[src/rtl/cache_arbiter_if.sv]
// Bundles both caches' line-fill/write-back ports and the pmem port of the arbiter.
// slave: arbiter side; master: the cache/memory environment side.
interface cache_arbiter_if #(
  parameter int ADDR_WIDTH = 32,
  parameter int LINE_WIDTH = 256
);
  logic                  icache_read;
  logic [ADDR_WIDTH-1:0] icache_address;
  logic [LINE_WIDTH-1:0] icache_rdata;
  logic                  icache_resp;

  logic                  dcache_read;
  logic                  dcache_write;
  logic [ADDR_WIDTH-1:0] dcache_address;
  logic [LINE_WIDTH-1:0] dcache_wdata;
  logic [LINE_WIDTH-1:0] dcache_rdata;
  logic                  dcache_resp;

  logic                  pmem_read;
  logic                  pmem_write;
  logic [ADDR_WIDTH-1:0] pmem_address;
  logic [LINE_WIDTH-1:0] pmem_wdata;
  logic [LINE_WIDTH-1:0] pmem_rdata;
  logic                  pmem_resp;

  modport slave (
    input  icache_read, icache_address,
    output icache_rdata, icache_resp,
    input  dcache_read, dcache_write, dcache_address, dcache_wdata,
    output dcache_rdata, dcache_resp,
    output pmem_read, pmem_write, pmem_address, pmem_wdata,
    input  pmem_rdata, pmem_resp
  );

  modport master (
    output icache_read, icache_address,
    input  icache_rdata, icache_resp,
    output dcache_read, dcache_write, dcache_address, dcache_wdata,
    input  dcache_rdata, dcache_resp,
    input  pmem_read, pmem_write, pmem_address, pmem_wdata,
    output pmem_rdata, pmem_resp
  );
endinterface

[src/rtl/cache_arbiter.sv]
// Shares one pmem port between I- and D-cache, one whole-line transaction at a time; CACHE_ARB_RR_EN selects round-robin, else D has priority.
// Strobe one cycle after a request in IDLE, resp passes pmem_resp through combinationally; requesters simply wait while the other is served.
module cache_arbiter #(
  parameter int ADDR_WIDTH = 32,
  parameter int LINE_WIDTH = 256
) (
  input logic            clk,
  input logic            rst,
  cache_arbiter_if.slave bus
);

  typedef enum logic [1:0] {
    IDLE    = 2'd0,
    SERVE_I = 2'd1,
    SERVE_D = 2'd2
  } state_t;

  state_t                state_q, state_d;
  logic                  d_write_q;
  logic [ADDR_WIDTH-1:0] addr_q;
  logic [LINE_WIDTH-1:0] wdata_q;
  logic                  i_pend, d_pend;
  logic                  grant_i, grant_d;
`ifdef CACHE_ARB_RR_EN
  logic                  last_grant_q;
`endif

  assign i_pend = bus.icache_read;
  assign d_pend = bus.dcache_read | bus.dcache_write;

  always_comb begin
    state_d          = state_q;
    grant_i          = 1'b0;
    grant_d          = 1'b0;
    bus.pmem_read    = 1'b0;
    bus.pmem_write   = 1'b0;
    bus.icache_resp  = 1'b0;
    bus.dcache_resp  = 1'b0;
    case (state_q)
      IDLE: begin
        if (i_pend && d_pend) begin
`ifdef CACHE_ARB_RR_EN
          if (last_grant_q) grant_i = 1'b1;
          else              grant_d = 1'b1;
`else
          grant_d = 1'b1;
`endif
        end else if (i_pend) begin
          grant_i = 1'b1;
        end else if (d_pend) begin
          grant_d = 1'b1;
        end
      end
      SERVE_I: begin
        bus.pmem_read   = 1'b1;
        bus.icache_resp = bus.pmem_resp;
        if (bus.pmem_resp) begin
          if (d_pend) grant_d = 1'b1;
          else        state_d = IDLE;
        end
      end
      SERVE_D: begin
        bus.pmem_read   = ~d_write_q;
        bus.pmem_write  = d_write_q;
        bus.dcache_resp = bus.pmem_resp;
        // The D request is still high during its own resp, so only I may follow directly.
        if (bus.pmem_resp) begin
          if (i_pend) grant_i = 1'b1;
          else        state_d = IDLE;
        end
      end
      default: state_d = IDLE;
    endcase
    if (grant_i) state_d = SERVE_I;
    if (grant_d) state_d = SERVE_D;
  end

  always_ff @(posedge clk or negedge rst) begin
    if (!rst) begin
      state_q      <= IDLE;
      d_write_q    <= 1'b0;
      addr_q       <= '0;
      wdata_q      <= '0;
`ifdef CACHE_ARB_RR_EN
      last_grant_q <= 1'b1;
`endif
    end else begin
      state_q <= state_d;
      if (grant_i) begin
        addr_q       <= bus.icache_address;
        wdata_q      <= '0;
        d_write_q    <= 1'b0;
`ifdef CACHE_ARB_RR_EN
        last_grant_q <= 1'b0;
`endif
      end else if (grant_d) begin
        addr_q       <= bus.dcache_address;
        wdata_q      <= bus.dcache_wdata;
        d_write_q    <= bus.dcache_write;
`ifdef CACHE_ARB_RR_EN
        last_grant_q <= 1'b1;
`endif
      end
    end
  end

  assign bus.pmem_address = addr_q;
  assign bus.pmem_wdata   = wdata_q;
  assign bus.icache_rdata = bus.pmem_rdata;
  assign bus.dcache_rdata = bus.pmem_rdata;

endmodule

[src/flat_wrapper.sv]
// flat-port wrapper written by rule: the top's interface ports become plain ports
module cache_arbiter_flat 
#(
  parameter int ADDR_WIDTH = 32,
  parameter int LINE_WIDTH = 256
)
  (clk, rst, bus_icache_read, bus_icache_address, bus_icache_rdata, bus_icache_resp, bus_dcache_read, bus_dcache_write, bus_dcache_address, bus_dcache_wdata, bus_dcache_rdata, bus_dcache_resp, bus_pmem_read, bus_pmem_write, bus_pmem_address, bus_pmem_wdata, bus_pmem_rdata, bus_pmem_resp);
  cache_arbiter_if #(.ADDR_WIDTH(ADDR_WIDTH), .LINE_WIDTH(LINE_WIDTH)) bus_i ();
  input logic clk;
  input logic rst;
  input wire logic [$bits(bus_i.icache_read)-1:0] bus_icache_read;
  input wire logic [$bits(bus_i.icache_address)-1:0] bus_icache_address;
  output wire logic [$bits(bus_i.icache_rdata)-1:0] bus_icache_rdata;
  output wire logic [$bits(bus_i.icache_resp)-1:0] bus_icache_resp;
  input wire logic [$bits(bus_i.dcache_read)-1:0] bus_dcache_read;
  input wire logic [$bits(bus_i.dcache_write)-1:0] bus_dcache_write;
  input wire logic [$bits(bus_i.dcache_address)-1:0] bus_dcache_address;
  input wire logic [$bits(bus_i.dcache_wdata)-1:0] bus_dcache_wdata;
  output wire logic [$bits(bus_i.dcache_rdata)-1:0] bus_dcache_rdata;
  output wire logic [$bits(bus_i.dcache_resp)-1:0] bus_dcache_resp;
  output wire logic [$bits(bus_i.pmem_read)-1:0] bus_pmem_read;
  output wire logic [$bits(bus_i.pmem_write)-1:0] bus_pmem_write;
  output wire logic [$bits(bus_i.pmem_address)-1:0] bus_pmem_address;
  output wire logic [$bits(bus_i.pmem_wdata)-1:0] bus_pmem_wdata;
  input wire logic [$bits(bus_i.pmem_rdata)-1:0] bus_pmem_rdata;
  input wire logic [$bits(bus_i.pmem_resp)-1:0] bus_pmem_resp;
  assign bus_i.icache_read = bus_icache_read;
  assign bus_i.icache_address = bus_icache_address;
  assign bus_icache_rdata = bus_i.icache_rdata;
  assign bus_icache_resp = bus_i.icache_resp;
  assign bus_i.dcache_read = bus_dcache_read;
  assign bus_i.dcache_write = bus_dcache_write;
  assign bus_i.dcache_address = bus_dcache_address;
  assign bus_i.dcache_wdata = bus_dcache_wdata;
  assign bus_dcache_rdata = bus_i.dcache_rdata;
  assign bus_dcache_resp = bus_i.dcache_resp;
  assign bus_pmem_read = bus_i.pmem_read;
  assign bus_pmem_write = bus_i.pmem_write;
  assign bus_pmem_address = bus_i.pmem_address;
  assign bus_pmem_wdata = bus_i.pmem_wdata;
  assign bus_i.pmem_rdata = bus_pmem_rdata;
  assign bus_i.pmem_resp = bus_pmem_resp;
  cache_arbiter #(.ADDR_WIDTH(ADDR_WIDTH), .LINE_WIDTH(LINE_WIDTH)) u_core (.clk(clk), .rst(rst), .bus(bus_i));
endmodule
[config.mk]
export PLATFORM = sky130hd
export DESIGN_NAME = cache_arbiter_flat
export DESIGN_NICKNAME = d
export VERILOG_FILES = /design/src/rtl/cache_arbiter_if.sv /design/src/rtl/cache_arbiter.sv /design/src/flat_wrapper.sv
export SDC_FILE = /design/constraint.sdc
export NUM_CORES = 1
export LEC_CHECK = 0
export CORE_AREA = 10 10 536 538
export CTS_BUF_LIST = sky130_fd_sc_hd__clkbuf_4
export CTS_CLUSTER_SIZE = 20
export DETAILED_ROUTE_END_ITERATION = 10
export DIE_AREA = 0 0 546 548
export GPL_TIMING_DRIVEN = 1
export SLEW_MARGIN = 20
export SYNTH_ARGS = -nofsm -noshare
export SYNTH_HDL_FRONTEND = slang
export SYNTH_SLANG_ARGS = --single-unit
[constraint.sdc]
create_clock -name clk -period 2.4 [get_ports clk]
set_input_delay 0.48 -clock clk [delete_from_list [all_inputs] [get_ports clk]]
set_output_delay 0.48 -clock clk [all_outputs]
set_load 0.01 [all_outputs]
; After elaboration in Yosys (flattened, before gate mapping)
; Cells that the tools add are included.
[word_totals]
inputBits = 582
word_cells = 43
regBits = 291
[op_classes]
n_bitwise = 2
mux = 26
n_reduce_logical = 4
eq_ne = 7
[ops]
columns = operator, count
row1 = $mux W256, 2
row2 = $mux W32, 2
row3 = $mux W1, 12
row4 = $mux W2, 6
row5 = $ne A4 B2 Y1 const B, 3
row6 = $pmux W1 S2, 3
row7 = $pmux W2 S3, 1
row8 = $reduce_and A5 Y1, 1
row9 = $ne A4 B4 Y1 const B, 1
row10 = $ne A3 B1 Y1 const B, 1
row11 = $eq A2 B1 Y1 const B, 1
row12 = $eq A2 B2 Y1 const B, 1
row13 = $logic_not A2 Y1, 1
row14 = $reduce_bool A2 Y1, 1
row15 = $logic_and A1 B1 Y1, 1
row16 = $not A1 Y1, 1
row17 = $or A1 B1 Y1, 1

; Depth between registers and ports, before layout
; Gate-level depths: netlist of the first run.
[logic_depth]
ltp_word = 7
ltp_mapped = 8
ltp_nobuf = 5

; Worst setup path before layout of the first run
; No wires, ideal clock.
[synth_timing]
path_kind = register to register
from = register u_core.state_q[0]
to = register u_core.wdata_q[100] (netlist: u_core.bus.pmem_wdata[100])
setup_ps = 123
required_ps = 2277
arrival_time_ps = 1723
synth_period_minus_slack_ps = 1847
path_slack_ps = 553
path_stages_with_launch = 9
path_cell_list = dfrtp_1 > inv_1 > ha_1 > or3b_1 > buf_2 > a21oi_2 > buf_2 > buf_4 > a21oi_1
[synth_between]
elab_chain_cells = 3
word_cells_on_any_way = 7
classes_between = 2 x eq/ne / 3 x mux / 2 x reduce/logical
[synth_lines]
columns = element, line_no
row1 = "start, declared", cache_arbiter.sv:18  ; state_t state_q, state_d;
row2 = "start signal, assigned", cache_arbiter.sv:88  ; state_q <= state_d;
row3 = "$eq A2 B2 Y1, or another cell as far along", cache_arbiter.sv:39  ; case (state_q)
row4 = $pmux W1 S2, cache_arbiter.sv:39
row5 = $mux W256 / $reduce_bool A2 Y1 (equally long branches), n/a
row6 = "end signal, assigned", cache_arbiter.sv:98  ; wdata_q <= bus.dcache_wdata;
row7 = "end, declared", cache_arbiter.sv:21  ; logic [LINE_WIDTH-1:0] wdata_q;
; Parallel ways exist; a longest one is shown, timed or not.
; A chain may end at the register's enable or synchronous reset.

; Final worst setup path of the first run
[layout_timing]
from = register u_core.state_q[0]
to = output bus_pmem_read
[layout_between]
elab_chain_cells = 2
word_cells_on_any_way = 3
classes_between = 2 x eq/ne / 1 x mux
[layout_lines]
columns = element, line_no
row1 = $eq A2 B2 Y1 / $eq A2 B1 Y1 (equally long branches), cache_arbiter.sv:39
row2 = $pmux W1 S2 (*), cache_arbiter.sv:39
row3 = "end, declared", flat_wrapper.sv:21  ; output wire logic [$bits(bus_i.pmem_read)-1:0] bus_pmem_read;
; Mark *: on every way between the ends. The rest lies on a longest branch, timed or not.

==> results of run 1 <==
==> power groups by stage <==
stage / Clock [mW] / Combinational, mW / Sequential (mW)
6_report: 5.14 / 15.7 / 8.32
5_1_grt: 5.64 / 17.3 / 8.54
4_1_cts: 5.44 / 16.1 / 8.29
3_5_place_dp: 0 / 16.8 / 8.35
3_3_place_gp: 0 / 16.7 / 8.28
2_1_floorplan: 0 / 5.68 / 8.98
==> final cells by class <==
class	count	area (um2)
diodes	19	47.55
clock buffers	121	908.4
clock inverters	34	191.4
fillers	31810	248600
inverters	5	18.77
multi-input cells	921	4897
flip-flops and latches	291	7284
well taps	3705	4636
repair buffers	960	9438
==> placed cells by master, fill, tap and decap left out, drive strengths merged, types with 99 or more instances in the layout <==
master,instances
dlygate4sd2,99
clkdlybuf4s50,324
clkdlybuf4s15,114
dfrtp,291
clkbuf,123
buf,175
nand3,288
a21oi,259
dlygate4sd3,245
o21ai,290
==> worst max-delay path by stage <==
| stage | startpoint | to | slack [ns] | cells past startpoint |
|---|---|---|---|---|
| detailed placement | bus_dcache_write | u_core.bus.pmem_address[2]$_DFFE_PN0N_ | -0.48 | 6 |
| CTS | u_core.state_q[0]$_DFFE_PN0P_ | bus_pmem_read | -0.38 | 6 |
| floorplan | u_core.state_q[0]$_DFFE_PN0P_ | u_core.bus.pmem_wdata[100]$_DFFE_PN0N_ | 0.55 | 8 |
| global route | u_core.state_q[0]$_DFFE_PN0P_ | bus_pmem_read | -0.35 | 6 |
| global placement | bus_dcache_write | u_core.bus.pmem_address[2]$_DFFE_PN0N_ | -0.51 | 6 |
| finish | u_core.state_q[0]$_DFFE_PN0P_ | bus_pmem_read | -0.15 | 6 |
==> through the flow <==
| step | power (mW) | setup slack [ns] |
|---|---|---|
| global route | 31.45 | -0.3492 |
| CTS | 29.86 | -0.3762 |
| global placement | 24.95 | -0.5088 |
| finish | 29.21 | -0.1514 |
| floorplan | 14.66 | 0.5535 |
| detailed placement | 25.12 | -0.4760 |
==> routing by layer <==
metal | wire [um] | vias up | part of all wire [%] | GRT usage [%]
met4 | 12570 | 52 | 6.7 | 6.364
met5 | 823 | - | 0.44 | 1.392
met2 | 78210 | 1731 | 42 | 17.65
met3 | 52970 | 588 | 28 | 15.26
li1 | - | 6875 | - | -
met1 | 41700 | 7811 | 22 | 7.918
==> what timing repair did <==
item,in CTS,in global routing
pin swaps,1,3
endpoints found under the hold margin,535,0
hold buffers,245,0
resized for setup,724,14
cloned,0,0
endpoints found under the setup margin,353,8
buffers inserted,3,3
==> critical path, cell delays in order (launching register included) <==
cell	delay [ns]
dfrtp_1	0.36
inv_2	0.05
buf_6	0.11
ha_4	0.16
nor2b_4	0.12
o21a_1	0.20
buf_12	0.15
==> registers in the layout (all words and copies together), names as in the netlist <==
register	flops
u_core.bus.pmem_wdata	256
u_core.bus.pmem_address	32
u_core.state_q	2
u_core.d_write_q	1
==> cell families (layout without fill, tap and decap cells) <==
| kind of cell | after synthesis | count (layout) | share of synthesized area, % |
|---|---|---|---|
| buffers and inverters | 686 | 1120 | 27.58 |
| AO/OA/AOI/OAI | 619 | 619 | 19.44 |
| AND/OR/NAND/NOR | 299 | 299 | 9.036 |
| flip-flops | 291 | 291 | 43.72 |
| adder cells (fa/ha/maj) | 3 | 3 | 0.2254 |
| other | 0 | 19 | 0 |
==> impl_summary.txt, run 1 <==
----------------------------------------------------
[Global route]
  Pin count of the biggest net entering global routing ... 101
  Total overflow reported by the global router ... 0
  Antenna violations before repair ... 103
  Vias in the first global route ... 17210
  Wire length of the first global-routing pass ... 225.0 mm
  Tot GR Track Use ... 11.79%

[Clock network]
  Max Root-Sink Buffers ... 3
  Library cell used as clock root buffer ... clkbuf_4
  Clock Pin Slew Worst Setup and Hold Paths ... 0.06 ns
  Number of buffers added by the clock tree synthesis step ... 91
  Clk sinks ... 291
  TritonCTS clock tree ... done
  H-tree depth reported by CTS ... 3
  Clock latency at the later pin of the worst-skew pair ... 1.04 ns

[Placement]
  Number of placed cells counting well taps ... 5631
  Last weighted congestion value of the routability-driven placer ... 0.9091
  DP Wirelength ... 164.4 mm
  Post-Place Cell Area ... 24020 um2
  PortBufs ... 617

[Detailed routing]
  Routed Antenna Nets ... 0
  Via count ... 17060
  Final wirelength ... 186.3 mm
  Final routed DRC violation total ... 0
  Number of iterations in the first detailed-routing pass ... 6
  Detailed router's first-iteration violation count ... 1392
  Detail-routed via count per cell ... 2.817
  Final routed wire length divided by cell count ... 30.76 um

[Floorplanning]
  Number of placed I/O pins ... 1386
  Row count ... 193
  Y dimension of the die ... 548 um
  Placeable Area ... 276000 um2
  Initial core utilization ... 6.035%
  Die width ... 546 um
  DIE AREA ... 299200 um2

[Layout]
  Finished layout cell area ... 27420 um2
  Area Overhead vs Synth ... 64.62%
  Core occupancy in the finished layout ... 9.935%
  Fraction of final layout cells with drive strength greater than 1 ... 17.37%
  Fin nets ... 2855
  Finished Layout Cells ... 6056

[STA]
  Number of hold-slack violations in the final timing report ... 0
  Setup total negative slack ... -0.2631 ns
  Slew HR ... 48.60%
  Highest Clock Rate ... 391.9 MHz
  Final critical-path required period ... 2.551 ns
  Final period utilization ... 106.3%
  # setup viols final ... 3
  Unrepaired setup endpoints after global routing ... yes
  Setup clock skew after layout ... 0.1314 ns
  Slack of the critical path ... -0.1514 ns
  Final hold slack ... 0.1538 ns
  Actual slew at the worst max-slew pin ... 0.7710 ns
  Number of slew-limit violations in the final report ... 0

[Synthesis]
  Number of standard cells after synthesis ... 1898
  Commonest register cell after synthesis ... dfrtp_1
  Sequential cell area fraction in the yosys report ... 43.72%
  FFs w/ async S/R, synth ... 100.0%
  Top-count cell post-synth ... buf_4
  Synth unique cells ... 27
  Number of storage elements in the synthesis netlist ... 291
  Area share of the largest cell type after synthesis ... 43.72%
  Warning count from the yosys run ... 0
  Number of enable-type register cells in the synthesized netlist ... 0
  Cell types occupying the most area after synthesis ... dfrtp_1 44%, buf_4 24%, o21ai_0 8.7%
  Synthesized Nets ... 2483
  Mean cell area of the mapped netlist ... 8.776 um2
  Area of the mapped netlist ... 16660 um2
  Most used standard cells in the synthesized netlist ... 533 x buf_4, 291 x dfrtp_1, 290 x o21ai_0, 288 x nand3_1, 258 x a21oi_1
  Dominant cell type by area after synthesis ... dfrtp_1

[Pwr]
  Relative contribution of sequential cells to total power ... 28.5%
  Worst-case vdd ir drop ... 0.5209 mV
  Internal ... 15.10 mW
  Power density normalized to cell area ... 1065 nW/um2
  Leakage power total ... 10.05 nW
  Fraction of power consumed by the clock network ... 17.6%
  Part of the power in combinational logic ... 53.9%
  Switching fraction of total power ... 48.30%
  Net Switching ... 14.11 mW

[Critical path]
  Type of the worst setup path ... flop to primary output
  Required time at the endpoint of the critical path ... 1.92 ns
  Type of destination of the critical path ... primary output
  Slack of the worst reg-to-reg path ... 0.17 ns
  Kind of start point of the critical path ... flop
  Source of the worst register-to-register timing path ... u_core.state_q[0]$_DFFE_PN0P_
  Worst-path fanout max ... 3
  Number of cell instances on the worst register-to-register path ... 8
  Arr. time, crit path ... 2.07 ns
  Terminus of the critical flop-to-flop path ... u_core.bus.pmem_wdata[23]$_DFFE_PN0N_

[Run status]
  Failing checks ... negative setup slack
  Result of the run ... finished with violations

[Flow run]
  Number of max-cap violations ... 0

[Min path]
  Type of the most critical hold path ... input port to async pin

----------------------------------------------------
(Power assumes the default switching activity.)
==> run 2, diff against run 1 <==
--- a/config.mk
+++ b/config.mk
@@ -5,11 +5,12 @@
 export SDC_FILE = /design/constraint.sdc
 export NUM_CORES = 1
 export LEC_CHECK = 0
-export CORE_AREA = 10 10 536 538
+export ABC_AREA = 1
+export CORE_AREA = 10 10 525 527
 export CTS_BUF_LIST = sky130_fd_sc_hd__clkbuf_4
 export CTS_CLUSTER_SIZE = 20
 export DETAILED_ROUTE_END_ITERATION = 10
-export DIE_AREA = 0 0 546 548
+export DIE_AREA = 0 0 535 537
 export GPL_TIMING_DRIVEN = 1
 export SLEW_MARGIN = 20
 export SYNTH_ARGS = -nofsm -noshare
==> run 2 against run 1 <==
Utilization up 0.069 points. Via count down 11%. Synthesized cell count up 1.8%. The flow still finishes with violations (negative setup slack). Critical path depth down 2.
==> impl_summary.txt, run 2 <==
----------------------------------------------------
[Layout]
  Fin nets ... 2978 (was 2855)
  Most common cell after layout, fill and taps aside ... nand2_1 (was clkdlybuf4s50_1)
  Fillers ... 30640 (was 31810)
  Number of flip-flops in the largest register ... 256 (unchanged)
  Finished Layout Cells ... 6002 (was 6056)
  Finished layout cell area ... 26470 um2 (was 27420 um2)
  Area Overhead vs Synth ... 66.14% (was 64.62%)
  Fraction of final layout cells with drive strength greater than 1 ... 16.72% (was 17.37%)
  Highest-count cells in the layout ignoring fill and taps ... 618 x nand2_1, 324 x clkdlybuf4s50_1, 281 x dlygate4sd3_1 (was 324 x clkdlybuf4s50_1, 290 x o21ai_0, 289 x dfrtp_1)

[Global route]
  Vias in the first global route ... 15960 (was 17210)
  Antenna violations before repair ... 71 (was 103)
  Tot GR Track Use ... 11.77% (was 11.79%)
  Total overflow reported by the global router ... 0 (unchanged)
  Pin count of the biggest net entering global routing ... 64 (was 101)
  Wire length of the first global-routing pass ... 212.6 mm (was 225.0 mm)

[Synthesis]
  FFs w/ async S/R, synth ... 100.0% (unchanged)
  Number of storage elements in the synthesis netlist ... 291 (unchanged)
  Mean cell area of the mapped netlist ... 8.247 um2 (was 8.776 um2)
  Cell types occupying the most area after synthesis ... dfrtp_1 46%, buf_4 25%, nand2_1 15% (was dfrtp_1 44%, buf_4 24%, o21ai_0 8.7%)
  Area of the mapped netlist ... 15930 um2 (was 16660 um2)
  Commonest register cell after synthesis ... dfrtp_1 (unchanged)
  Sequential cell area fraction in the yosys report ... 45.70% (was 43.72%)
  Synth unique cells ... 17 (was 27)
  Most used standard cells in the synthesized netlist ... 621 x nand2_1, 533 x buf_4, 291 x dfrtp_1, 258 x a21oi_1, 72 x inv_1 (was 533 x buf_4, 291 x dfrtp_1, 290 x o21ai_0, 288 x nand3_1, 258 x a21oi_1)
  Dominant cell type by area after synthesis ... dfrtp_1 (unchanged)
  Synthesized Nets ... 2517 (was 2483)
  Area share of the largest cell type after synthesis ... 45.70% (was 43.72%)
  Warning count from the yosys run ... 0 (unchanged)
  Top-count cell post-synth ... nand2_1 (was buf_4)
  Number of enable-type register cells in the synthesized netlist ... 0 (unchanged)
  Number of standard cells after synthesis ... 1932 (was 1898)

[Placement]
  DP Wirelength ... 157.4 mm (was 164.4 mm)
  Last weighted congestion value of the routability-driven placer ... 0.9096 (was 0.9091)
  Worst slack at placement ... -0.2762 ns (was -0.4760 ns)
  PortBufs ... 617 (unchanged)
  Post-Place Cell Area ... 23050 um2 (was 24020 um2)
  Number of placed cells counting well taps ... 5548 (was 5631)

[Floorplanning]
  DIE AREA ... 287300 um2 (was 299200 um2)
  Die width ... 535 um (was 546 um)
  Placeable Area ... 264600 um2 (was 276000 um2)
  Initial core utilization ... 6.021% (was 6.035%)
  Y dimension of the die ... 537 um (was 548 um)
  Row count ... 189 (was 193)
  Number of placed I/O pins ... 1386 (unchanged)

[Run status]
  Result of the run ... finished with violations (unchanged)
  Failing checks ... negative setup slack (unchanged)

[Pwr]
  Power density normalized to cell area ... 1093 nW/um2 (was 1065 nW/um2)
  Worst-case vdd ir drop ... 0.5788 mV (was 0.5209 mV)
  Total Power ... 28.94 mW (was 29.21 mW)
  Leakage power total ... 10.97 nW (was 10.05 nW)

[Detailed routing]
  Final routed wire length divided by cell count ... 29.68 um (was 30.76 um)
  Final routed DRC violation total ... 0 (unchanged)
  Routed Antenna Nets ... 0 (unchanged)
  Final wirelength ... 178.1 mm (was 186.3 mm)
  Number of iterations in the first detailed-routing pass ... 5 (was 6)
  Detailed router's first-iteration violation count ... 1297 (was 1392)
  Detail-routed via count per cell ... 2.523 (was 2.817)
  Via count ... 15140 (was 17060)

[Clock network]
  Library cell used as clock root buffer ... clkbuf_4 (unchanged)
  Clock Pin Slew Worst Setup and Hold Paths ... 0.07 ns (was 0.06 ns)
  Clock latency at the later pin of the worst-skew pair ... 1.05 ns (was 1.04 ns)
  Number of buffers added by the clock tree synthesis step ... 87 (was 91)
  Max Root-Sink Buffers ... 3 (unchanged)
  H-tree depth reported by CTS ... 3 (unchanged)
  Clk sinks ... 291 (unchanged)
  TritonCTS clock tree ... done (unchanged)

[STA]
  Unrepaired setup endpoints after global routing ... yes (unchanged)
  Setup clock skew after layout ... 0.06307 ns (was 0.1314 ns)
  Highest Clock Rate ... 389.7 MHz (was 391.9 MHz)
  Final hold slack ... 0.1670 ns (was 0.1538 ns)
  Slack of the critical path ... -0.1659 ns (was -0.1514 ns)
  # setup viols final ... 4 (was 3)
  Actual slew at the worst max-slew pin ... 0.9155 ns (was 0.7710 ns)
  Number of hold-slack violations in the final timing report ... 0 (unchanged)
  Number of slew-limit violations in the final report ... 0 (unchanged)
  Final period utilization ... 106.9% (was 106.3%)
  Slew HR ... 38.97% (was 48.60%)
  Final critical-path required period ... 2.566 ns (was 2.551 ns)

[Critical path]
  Worst path slowest cell ... dfrtp_1 (unchanged)
  Worst-path fanout max ... 3 (unchanged)
  Required time at the endpoint of the critical path ... 1.92 ns (about the same)
  Critical path buffers and inverters ... 2 (was 3)
  Number of cell instances on the worst register-to-register path ... 8 (unchanged)
  Type of destination of the critical path ... primary output (unchanged)
  Cell count along the critical path ... 4 (was 6)
  Type of the worst setup path ... flop to primary output (unchanged)
  Max incr delay on CP ... 0.40 ns (was 0.36 ns)
  Series of cell instances along the critical path ... buf_4 > ha_4 > o21a_1 > buf_6 (was inv_2 > buf_6 > ha_4 > nor2b_4 > o21a_1 > buf_12)
  Kind of start point of the critical path ... flop (unchanged)
  Arr. time, crit path ... 2.09 ns (was 2.07 ns)
  Family of cells with the greatest summed delay on the critical path ... flip-flops (unchanged)

[Flow run]
  Number of max-cap violations ... 0 (unchanged)

[Min path]
  Worst hold path cell count ... 3
  Type of the most critical hold path ... input port to flop (was input port to async pin)

----------------------------------------------------
[run 2: cell count changes in the layout (fill, tap and decap cells not counted), sizes merged, moves of 35 or more]
cell           change
nand2            +621
nand3            -285
o21ai            -258
clkdlybuf4s15     -68
inv               +68
dlygate4sd3       +36
nor2              +35
[run 2: cell families after synthesis]
kind of cell / share of synthesized area [%]
AOI/OAI and AO/OA: 9.157
adders and majority gates: 0.2356
buffers and inverters: 29.21
DFF: 45.70
and+or+nand+nor: 15.69
[run 2: through the flow]
step,setup TNS (ns),util (%)
floorplan,0,-
global placement,-11.58,8.710
detailed placement,-20.60,8.710
CTS,-1.187,9.984
global route,-1.430,10.00
finish,-0.3951,10.00
[run 2: path summary, 6_finish.rpt]
check                      slack (ns)                                       to                                    start
min in group asynchronous        0.21  u_core.bus.pmem_address[10]$_DFFE_PN0N_                                      rst
hold reg to reg                  0.49  u_core.bus.pmem_address[16]$_DFFE_PN0N_  u_core.bus.pmem_address[16]$_DFFE_PN0N_
hold / removal                   0.17   u_core.bus.pmem_wdata[163]$_DFFE_PN0N_                    bus_dcache_wdata[163]
setup / recovery                -0.17                            bus_pmem_read            u_core.state_q[0]$_DFFE_PN0P_
max in group asynchronous        1.78   u_core.bus.pmem_wdata[188]$_DFFE_PN0N_                                      rst
setup reg to reg                 0.15  u_core.bus.pmem_address[30]$_DFFE_PN0N_            u_core.state_q[1]$_DFFE_PN0P_
[run 2: what timing repair did]
| action | 4_1_cts | 5_1_grt |
|---|---|---|
| pin swaps | 3 | 1 |
| setup endpoints to repair | 290 | 5 |
| hold buffers | 282 | 0 |
| gates cloned | 0 | 0 |
| buffers inserted | 6 | 2 |
| resized for setup | 876 | 4 |
| hold endpoints to repair | 562 | 0 |
[run 2: power by group]
group	internal, mW	switching (mW)	total [mW]	leakage [nW]
combinational	5.39	9.68	15.1	6.64
clock	2.40	2.81	5.20	0.648
sequential	7.05	1.62	8.67	3.68
[run 2: tightest hold or removal path: cells and delay by family]
family                 cells  cell delay, ns
and+or+nand+nor            1            0.15
buffers and inverters      1            0.46
AOI/OAI and AO/OA          1            0.08
[run 2: routing by layer]
metal	track usage (%)	routed length, um	up-vias
met3	16.29	53940	530
met4	5.914	10520	10
met5	0.7400	341	-
met1	7.929	40110	6702
li1	-	-	6449
met2	17.06	73200	1451
[run 2: area by class of cell]
class | instances | area (um2) | area share [%]
flip-flops and latches | 291 | 7301 | 27.58
clock buffers | 124 | 930.9 | 3.517
diodes | 11 | 27.53 | 0.1040
repair buffers | 982 | 9270 | 35.02
clock inverters | 30 | 151.4 | 0.5719
multi-input cells | 957 | 4081 | 15.42
well taps | 3533 | 4420 | 16.70
inverters | 74 | 287.8 | 1.087
